## src/rtl/sim_status_mon.sv

```systemverilog
// sim_status_mon - simulation/emulation status monitor.
//
// Watches three things in the SoC and reports how the run ended:
//   * CPU AXI write channel: single-beat writes to CON_ADDR are console
//     characters. They are buffered in a FIFO and drained over con_valid/con_ready.
//   * Write-back buses: a FAIL_VAL or PASS_VAL value ends the run.
//   * Retire strobes: a watchdog window with no retirement ends the run.
//
// Ports
//   clk, rst_b        clock, asynchronous active-low reset
//   retire            per-slot retire strobes
//   wb_data           write-back values, slot i at [64i+:64]
//   aw_* / w_*        AXI AW/W snoop (these signals are observed only, never driven)
//   con_valid/ready   console character handshake, con_char = FIFO head
//   con_drop_cnt      count of characters lost on a full FIFO (saturating)
//   sim_done          run finished and console drained (sticky)
//   sim_status        00 running, 01 pass, 10 fail, 11 watchdog (sticky)
//
// FSM states
//   state | meaning
//   RUN   | normal operation, watching for pass/fail/timeout
//   DRAIN | status latched, waiting for the console path to empty
//   DONE  | sim_done asserted, watchdog frozen, FIFO may still drain

module sim_status_mon #(
    parameter int              DATA_W   = 128,
    parameter int              ADDR_W   = 40,
    parameter int              NUM_RET  = 2,
    parameter int              NUM_WB   = 2,
    parameter logic [ADDR_W-1:0] CON_ADDR = 40'h90000000,
    parameter logic [63:0]     PASS_VAL = 64'h444333222,
    parameter logic [63:0]     FAIL_VAL = 64'h2382348720,
    parameter int              CHK_CYC  = 50000,
    parameter int              FIFO_DEP = 16
) (
    input  logic                  clk,
    input  logic                  rst_b,
    input  logic [NUM_RET-1:0]    retire,
    input  logic [NUM_WB*64-1:0]  wb_data,
    input  logic                  aw_valid,
    input  logic                  aw_ready,
    input  logic [ADDR_W-1:0]     aw_addr,
    input  logic [7:0]            aw_len,
    input  logic                  w_valid,
    input  logic                  w_ready,
    input  logic [DATA_W/8-1:0]   w_strb,
    input  logic [DATA_W-1:0]     w_data,
    output logic                  con_valid,
    input  logic                  con_ready,
    output logic [7:0]            con_char,
    output logic [15:0]           con_drop_cnt,
    output logic                  sim_done,
    output logic [1:0]            sim_status
);

    localparam int STRB_W = DATA_W / 8;
    localparam int LANE_W = $clog2(STRB_W);
    localparam int PTR_W  = $clog2(FIFO_DEP);
    localparam int WIN_W  = $clog2(CHK_CYC);

    typedef enum logic [1:0] {RUN = 2'd0, DRAIN = 2'd1, DONE = 2'd2} state_t;

    state_t state, state_nxt;
    logic [1:0] status, status_nxt;

    // ---------------- console capture ----------------
    logic              aw_hs, w_hs, aw_hit, hit, hit_eff, cap_now;
    logic [LANE_W-1:0] lane;
    logic [7:0]        lane_char;
    logic              cap_valid;
    logic [7:0]        cap_char;

    assign aw_hs   = aw_valid & aw_ready;
    assign w_hs    = w_valid & w_ready;
    assign aw_hit  = (aw_addr == CON_ADDR) && (aw_len == 8'd0);
    // A W beat in the same cycle as an AW handshake belongs to that new AW.
    assign hit_eff = aw_hs ? aw_hit : hit;
    assign cap_now = w_hs && hit_eff && (|w_strb);

    // Lowest enabled byte lane carries the character.
    always_comb begin
        lane = '0;
        for (int i = STRB_W - 1; i >= 0; i--) begin
            if (w_strb[i]) lane = LANE_W'(i);
        end
    end
    assign lane_char = w_data[{lane, 3'b000} +: 8];

    always_ff @(posedge clk or negedge rst_b) begin
        if (!rst_b) begin
            hit       <= 1'b0;
            cap_valid <= 1'b0;
            cap_char  <= 8'h00;
        end else begin
            if (w_hs)       hit <= 1'b0;
            else if (aw_hs) hit <= aw_hit;
            cap_valid <= cap_now;
            if (cap_now) cap_char <= lane_char;
        end
    end

    // ---------------- console FIFO ----------------
    logic [7:0]     mem [FIFO_DEP];
    logic [PTR_W:0] wr_ptr, rd_ptr;
    logic           fifo_empty, fifo_full, pop, push_ok, drop;

    assign fifo_empty = (wr_ptr == rd_ptr);
    assign fifo_full  = (wr_ptr[PTR_W] != rd_ptr[PTR_W]) &&
                        (wr_ptr[PTR_W-1:0] == rd_ptr[PTR_W-1:0]);
    assign pop        = con_valid && con_ready;
    // A full FIFO still takes a character when the head leaves in the same cycle.
    assign push_ok    = cap_valid && (!fifo_full || pop);
    assign drop       = cap_valid && fifo_full && !pop;

    assign con_valid  = !fifo_empty;
    assign con_char   = fifo_empty ? 8'h00 : mem[rd_ptr[PTR_W-1:0]];

    always_ff @(posedge clk) begin
        if (push_ok) mem[wr_ptr[PTR_W-1:0]] <= cap_char;
    end

    always_ff @(posedge clk or negedge rst_b) begin
        if (!rst_b) begin
            wr_ptr       <= '0;
            rd_ptr       <= '0;
            con_drop_cnt <= 16'h0000;
        end else begin
            if (push_ok) wr_ptr <= wr_ptr + 1'b1;
            if (pop)     rd_ptr <= rd_ptr + 1'b1;
            if (drop && con_drop_cnt != 16'hFFFF) con_drop_cnt <= con_drop_cnt + 16'd1;
        end
    end

    // ---------------- signature detect ----------------
    logic [NUM_WB*64-1:0] wb_q;
    logic                 sig_fail, sig_pass;

    always_comb begin
        sig_fail = 1'b0;
        sig_pass = 1'b0;
        for (int i = 0; i < NUM_WB; i++) begin
            if (wb_q[64*i +: 64] == FAIL_VAL) sig_fail = 1'b1;
            if (wb_q[64*i +: 64] == PASS_VAL) sig_pass = 1'b1;
        end
    end

    // ---------------- retire watchdog ----------------
    logic [WIN_W-1:0] win_cnt;
    logic [31:0]      ret_cnt, ret_pop;
    logic [32:0]      ret_sum;
    logic             win_wrap, timeout;

    always_comb begin
        ret_pop = '0;
        for (int i = 0; i < NUM_RET; i++) ret_pop = ret_pop + 32'(retire[i]);
    end
    assign ret_sum  = {1'b0, ret_cnt} + {1'b0, ret_pop};
    assign win_wrap = (win_cnt == WIN_W'(CHK_CYC - 1));
    assign timeout  = win_wrap && (ret_cnt == 32'd0) && (ret_pop == 32'd0);

    always_ff @(posedge clk or negedge rst_b) begin
        if (!rst_b) begin
            wb_q    <= '0;
            win_cnt <= '0;
            ret_cnt <= '0;
        end else begin
            wb_q <= wb_data;
            if (state != DONE) begin
                if (win_wrap) begin
                    win_cnt <= '0;
                    ret_cnt <= '0;
                end else begin
                    win_cnt <= win_cnt + 1'b1;
                    ret_cnt <= ret_sum[32] ? 32'hFFFF_FFFF : ret_sum[31:0];
                end
            end
        end
    end

    // ---------------- run-state FSM ----------------
    always_ff @(posedge clk or negedge rst_b) begin
        if (!rst_b) begin
            state  <= RUN;
            status <= 2'b00;
        end else begin
            state  <= state_nxt;
            status <= status_nxt;
        end
    end

    always_comb begin
        state_nxt  = state;
        status_nxt = status;
        case (state)
            RUN: begin
                if (sig_fail) begin
                    status_nxt = 2'b10;
                    state_nxt  = DRAIN;
                end else if (sig_pass) begin
                    status_nxt = 2'b01;
                    state_nxt  = DRAIN;
                end else if (timeout) begin
                    status_nxt = 2'b11;
                    state_nxt  = DRAIN;
                end
            end
            DRAIN: begin
                if (fifo_empty && !cap_valid && !cap_now) state_nxt = DONE;
            end
            DONE:    state_nxt = DONE;
            default: state_nxt = RUN;
        endcase
    end

    assign sim_done   = (state == DONE);
    assign sim_status = status;

endmodule

```

## config.mk

```make
export PLATFORM = sky130hd
export DESIGN_NAME = sim_status_mon
export DESIGN_NICKNAME = d
export VERILOG_FILES = /design/src/rtl/sim_status_mon.sv
export SDC_FILE = /design/constraint.sdc
export NUM_CORES = 1
export LEC_CHECK = 0
export ABC_AREA = 1
export BUFFER_PORTS_ARGS = -buffer_cell sky130_fd_sc_hd__buf_2
export CAP_MARGIN = 20
export CORE_ASPECT_RATIO = 1.75
export CORE_MARGIN = 1.5
export CORE_UTILIZATION = 38
export DETAILED_ROUTE_END_ITERATION = 8
export HOLD_SLACK_MARGIN = 0.12
export SLEW_MARGIN = 40
export SYNTH_ARGS = -nofsm -noshare
export SYNTH_HDL_FRONTEND = slang
export SYNTH_SLANG_ARGS = --single-unit
```

## constraint.sdc

```tcl
create_clock -name clk -period 7.3 [get_ports clk]
set_clock_uncertainty 0.15 [all_clocks]
set_input_delay 0 -clock clk [delete_from_list [all_inputs] [get_ports clk]]
set_output_delay 0 -clock clk [all_outputs]
set_load 0.02 [all_outputs]
```

==> flow_summary.ini <==
[status]
status = completed

[global_routing]
grt_max_degree = 110
first_global_vias = 15700
grt_usage_pct = 26.0
antenna_found_initial = 20
grt_overflow = 0
grt_pass1_wl_um = 83700

[critical_path]
worst_ep_arrival_time_ns = 5.14
slowest_delay_ns = 0.56
worst_path_most_repeated_cell = nand2_1
crit_type = in2reg
r2r_end = ret_cnt[23]
reg2reg_slack_ns = 4.17
required_ns = 7.56
start_kind = input pin
cp-startpoint = w_strb[14]
cp_slowest_cell = dlygate4sd3_1
worstReg2RegStart = ret_cnt[0]
crit_fanout = 65
worst-r2r-cell-count = 14
end_kind = flop

[logic_synthesis]
synth_top_flop_cell = dfrtp_1
synthAdderAreaFrac_pct = 1.24
synth_area_sq_mm = 0.0157
synth_seq_area_share_pct = 59.0
synth_mux_area_share_pct = 1.03
async_reset_ff_share_pct = 62.8
synth_edf_count = 128
synth_compound_area_share_pct = 6.45
synthSimpleGateAreaFrac_pct = 22.6
synthCells = 1629
synth_common_cells = nand2_1, dfrtp_1, inv_1
syn_avg_cell_area_sq_um = 9.63
synth_top_area_share_pct = 34.5
syn-num-nets = 1973
yosys-top-cells-area = dfrtp_1, edfxtp_1, nand2_1, nand3_1, inv_1
synth-xor-area-share_pct = 2.85
ys_types = 53
synth_top_family_by_area = simple AND/OR/NAND/NOR gates
synth_warnings = 0
synth-seq-cells = 344
yosysTopAreaCell = dfrtp_1
yosysMostFrequentCell = nand2_1

[floorplanning]
die_area_sq_mm = 0.0426
die_y_um = 272
start_util_pct = 38.4
fp-row-count = 98
coreArea_sq_mm = 0.0408
pin_count = 357
die_width_um = 157

[route]
wl_per_cell_um = 19.2
antenna_left = 0
first_pass_iters = 5
drt-initial-drc-count = 980
vias = 14700
via_per_inst = 5.09
drt_wl_total_um = 55400
drc = 0

[min_path]
hold_path.startpoint = retire[0]
min_to = ret_cnt[1]
hold_path.class = in2reg
holdPathStages = 7

[layout]
utilization_pct = 54.9
layout-drive-gt1-share_pct = 20.1
area_growth_pct = 42.8
multi_input_area_sq_mm = 0.00540
nNetsFinal = 2627
regArea_sq_mm = 0.00925
n_fill_cell = 3482
final_cells = 2881

[timing]
tightest_slew_ns = 0.828
slew_violations = 0
fin_crit_sh_pct = 66.8
slew-limit-headroom_pct = 44.6
max_freq_mhz = 205
tns_ns = 0
min_period_ns = 4.87
rsz0062_at_grt = false
setup_viol = 0
hold_viol_final = 0

[placed_design]
hpwl_um = 37200
place_congestion = 1.01
dp_cells = 2488
portBuffers = 356

[clock_network]
cts_sinks = 344
cts.path.max_buffers = 3
clkSlewWorstSetupHoldPaths_ns = 0.06
cts.repair.resized = 0
tritoncts = yes
cts_made_buffers = 34
root_buffer = clkbuf_16
clock_latency_ns = 0.54
htreeDepth = 2

[power]
leakage_nw = 10.2
ir_worst_vdd_mv = 0.168
power_density_mw_per_mm2 = 247

[job]
drv_cap = 0
==> cell type report <==
class | count | share of cell area (%)
Antenna cell | 23 | 0.257
Clock buffer | 45 | 4.29
Clock inverter | 16 | 0.894
Inverter | 218 | 3.65
Multi-Input combinational cell | 1008 | 24.1
Sequential cell | 344 | 41.3
Tap cell | 550 | 3.07
Timing Repair Buffer | 677 | 22.4
==> registers in the layout, summed over array words and instances (netlist names) <==
name          flops
win_cnt          16
cap_char          8
sim_status        2
ret_cnt          32
rd_ptr            5
mem             128
hit               1
state             2
cap_valid         1
con_drop_cnt     16
wb_q            128
wr_ptr            5
==> worst max-delay path: cells and delay by family <==
family,cells,cell delay (ns)
AND/OR/NAND/NOR,23,1.77
buffers and inverters,8,3.32
==> kinds of logic (layout without fill, tap and decap cells) <==
group | after synthesis | after routing
and+or+nand+nor | 758 | 758
buffers and inverters | 277 | 956
other | 0 | 23
adders and majority gates | 15 | 15
DFF | 344 | 344
AOI/OAI and AO/OA | 168 | 168
xor gates and xnor gates | 51 | 51
muxes | 16 | 16
==> stage by stage <==
step	hold slack (ns)	worst slack [ns]	power, mW	area [sq um]
5_1_grt	0.208	2.07	5.79	22400
3_5_place_dp	-0.230	4.12	3.56	18100
3_3_place_gp	-0.233	3.81	3.53	18000
2_1_floorplan	-0.446	4.53	3.10	15700
4_1_cts	0.122	2.55	5.53	22300
6_report	0.145	2.43	5.53	22400
==> power by group <==
part           internal, mW  switching, mW  leakage (nW)
combinational         0.548          0.849          5.90
sequential             2.15          0.141          3.72
clock                  1.08          0.767         0.567
==> layer usage <==
layer / part of all wire, % / GRT usage [%] / vias up
li1: - / - / 6807
met1: 33 / 25.7 / 7033
met2: 53 / 47.2 / 611
met3: 4.6 / 3.54 / 224
met4: 9.3 / 22.6 / 0
met5: 0 / 0 / -
==> cell usage in the layout (no fill, tap or decap), types with 10 or more instances in the layout <==
cell type and count:
ha_1 14, nor4_1 45, nor2_1 150, edfxtp_1 128
nand3_1 194, xnor2_1 11, inv_1 209, mux2i_1 15
nor3_1 20, dfrtp_1 215, o221ai_1 15, xor2_1 40
o32ai_1 17, nand2_1 259, buf_4 10, o21ai_0 96
diode_2 23, buf_2 355, dlygate4sd3_1 308, a21oi_1 14
nand4_1 29, nand3b_1 22, clkbuf_16 35
==> worst max-delay path by stage <==
| stage | cells after the start | end |
|---|---|---|
| after floorplan | 18 | ret_cnt[30] |
| after global placement | 17 | ret_cnt[11] |
| after detailed placement | 27 | cap_char[4] |
| after CTS | 31 | cap_char[7] |
| after global routing | 31 | cap_char[7] |
| final | 31 | cap_char[7] |
==> timing repair <==
item | CTS | global route
buffers inserted | 0 | 0
hold endpoints to repair | 272 | 0
setup endpoints to repair | 0 | 0
hold buffers | 309 | 0
No activity file was read; power rests on OpenSTA's default activity.
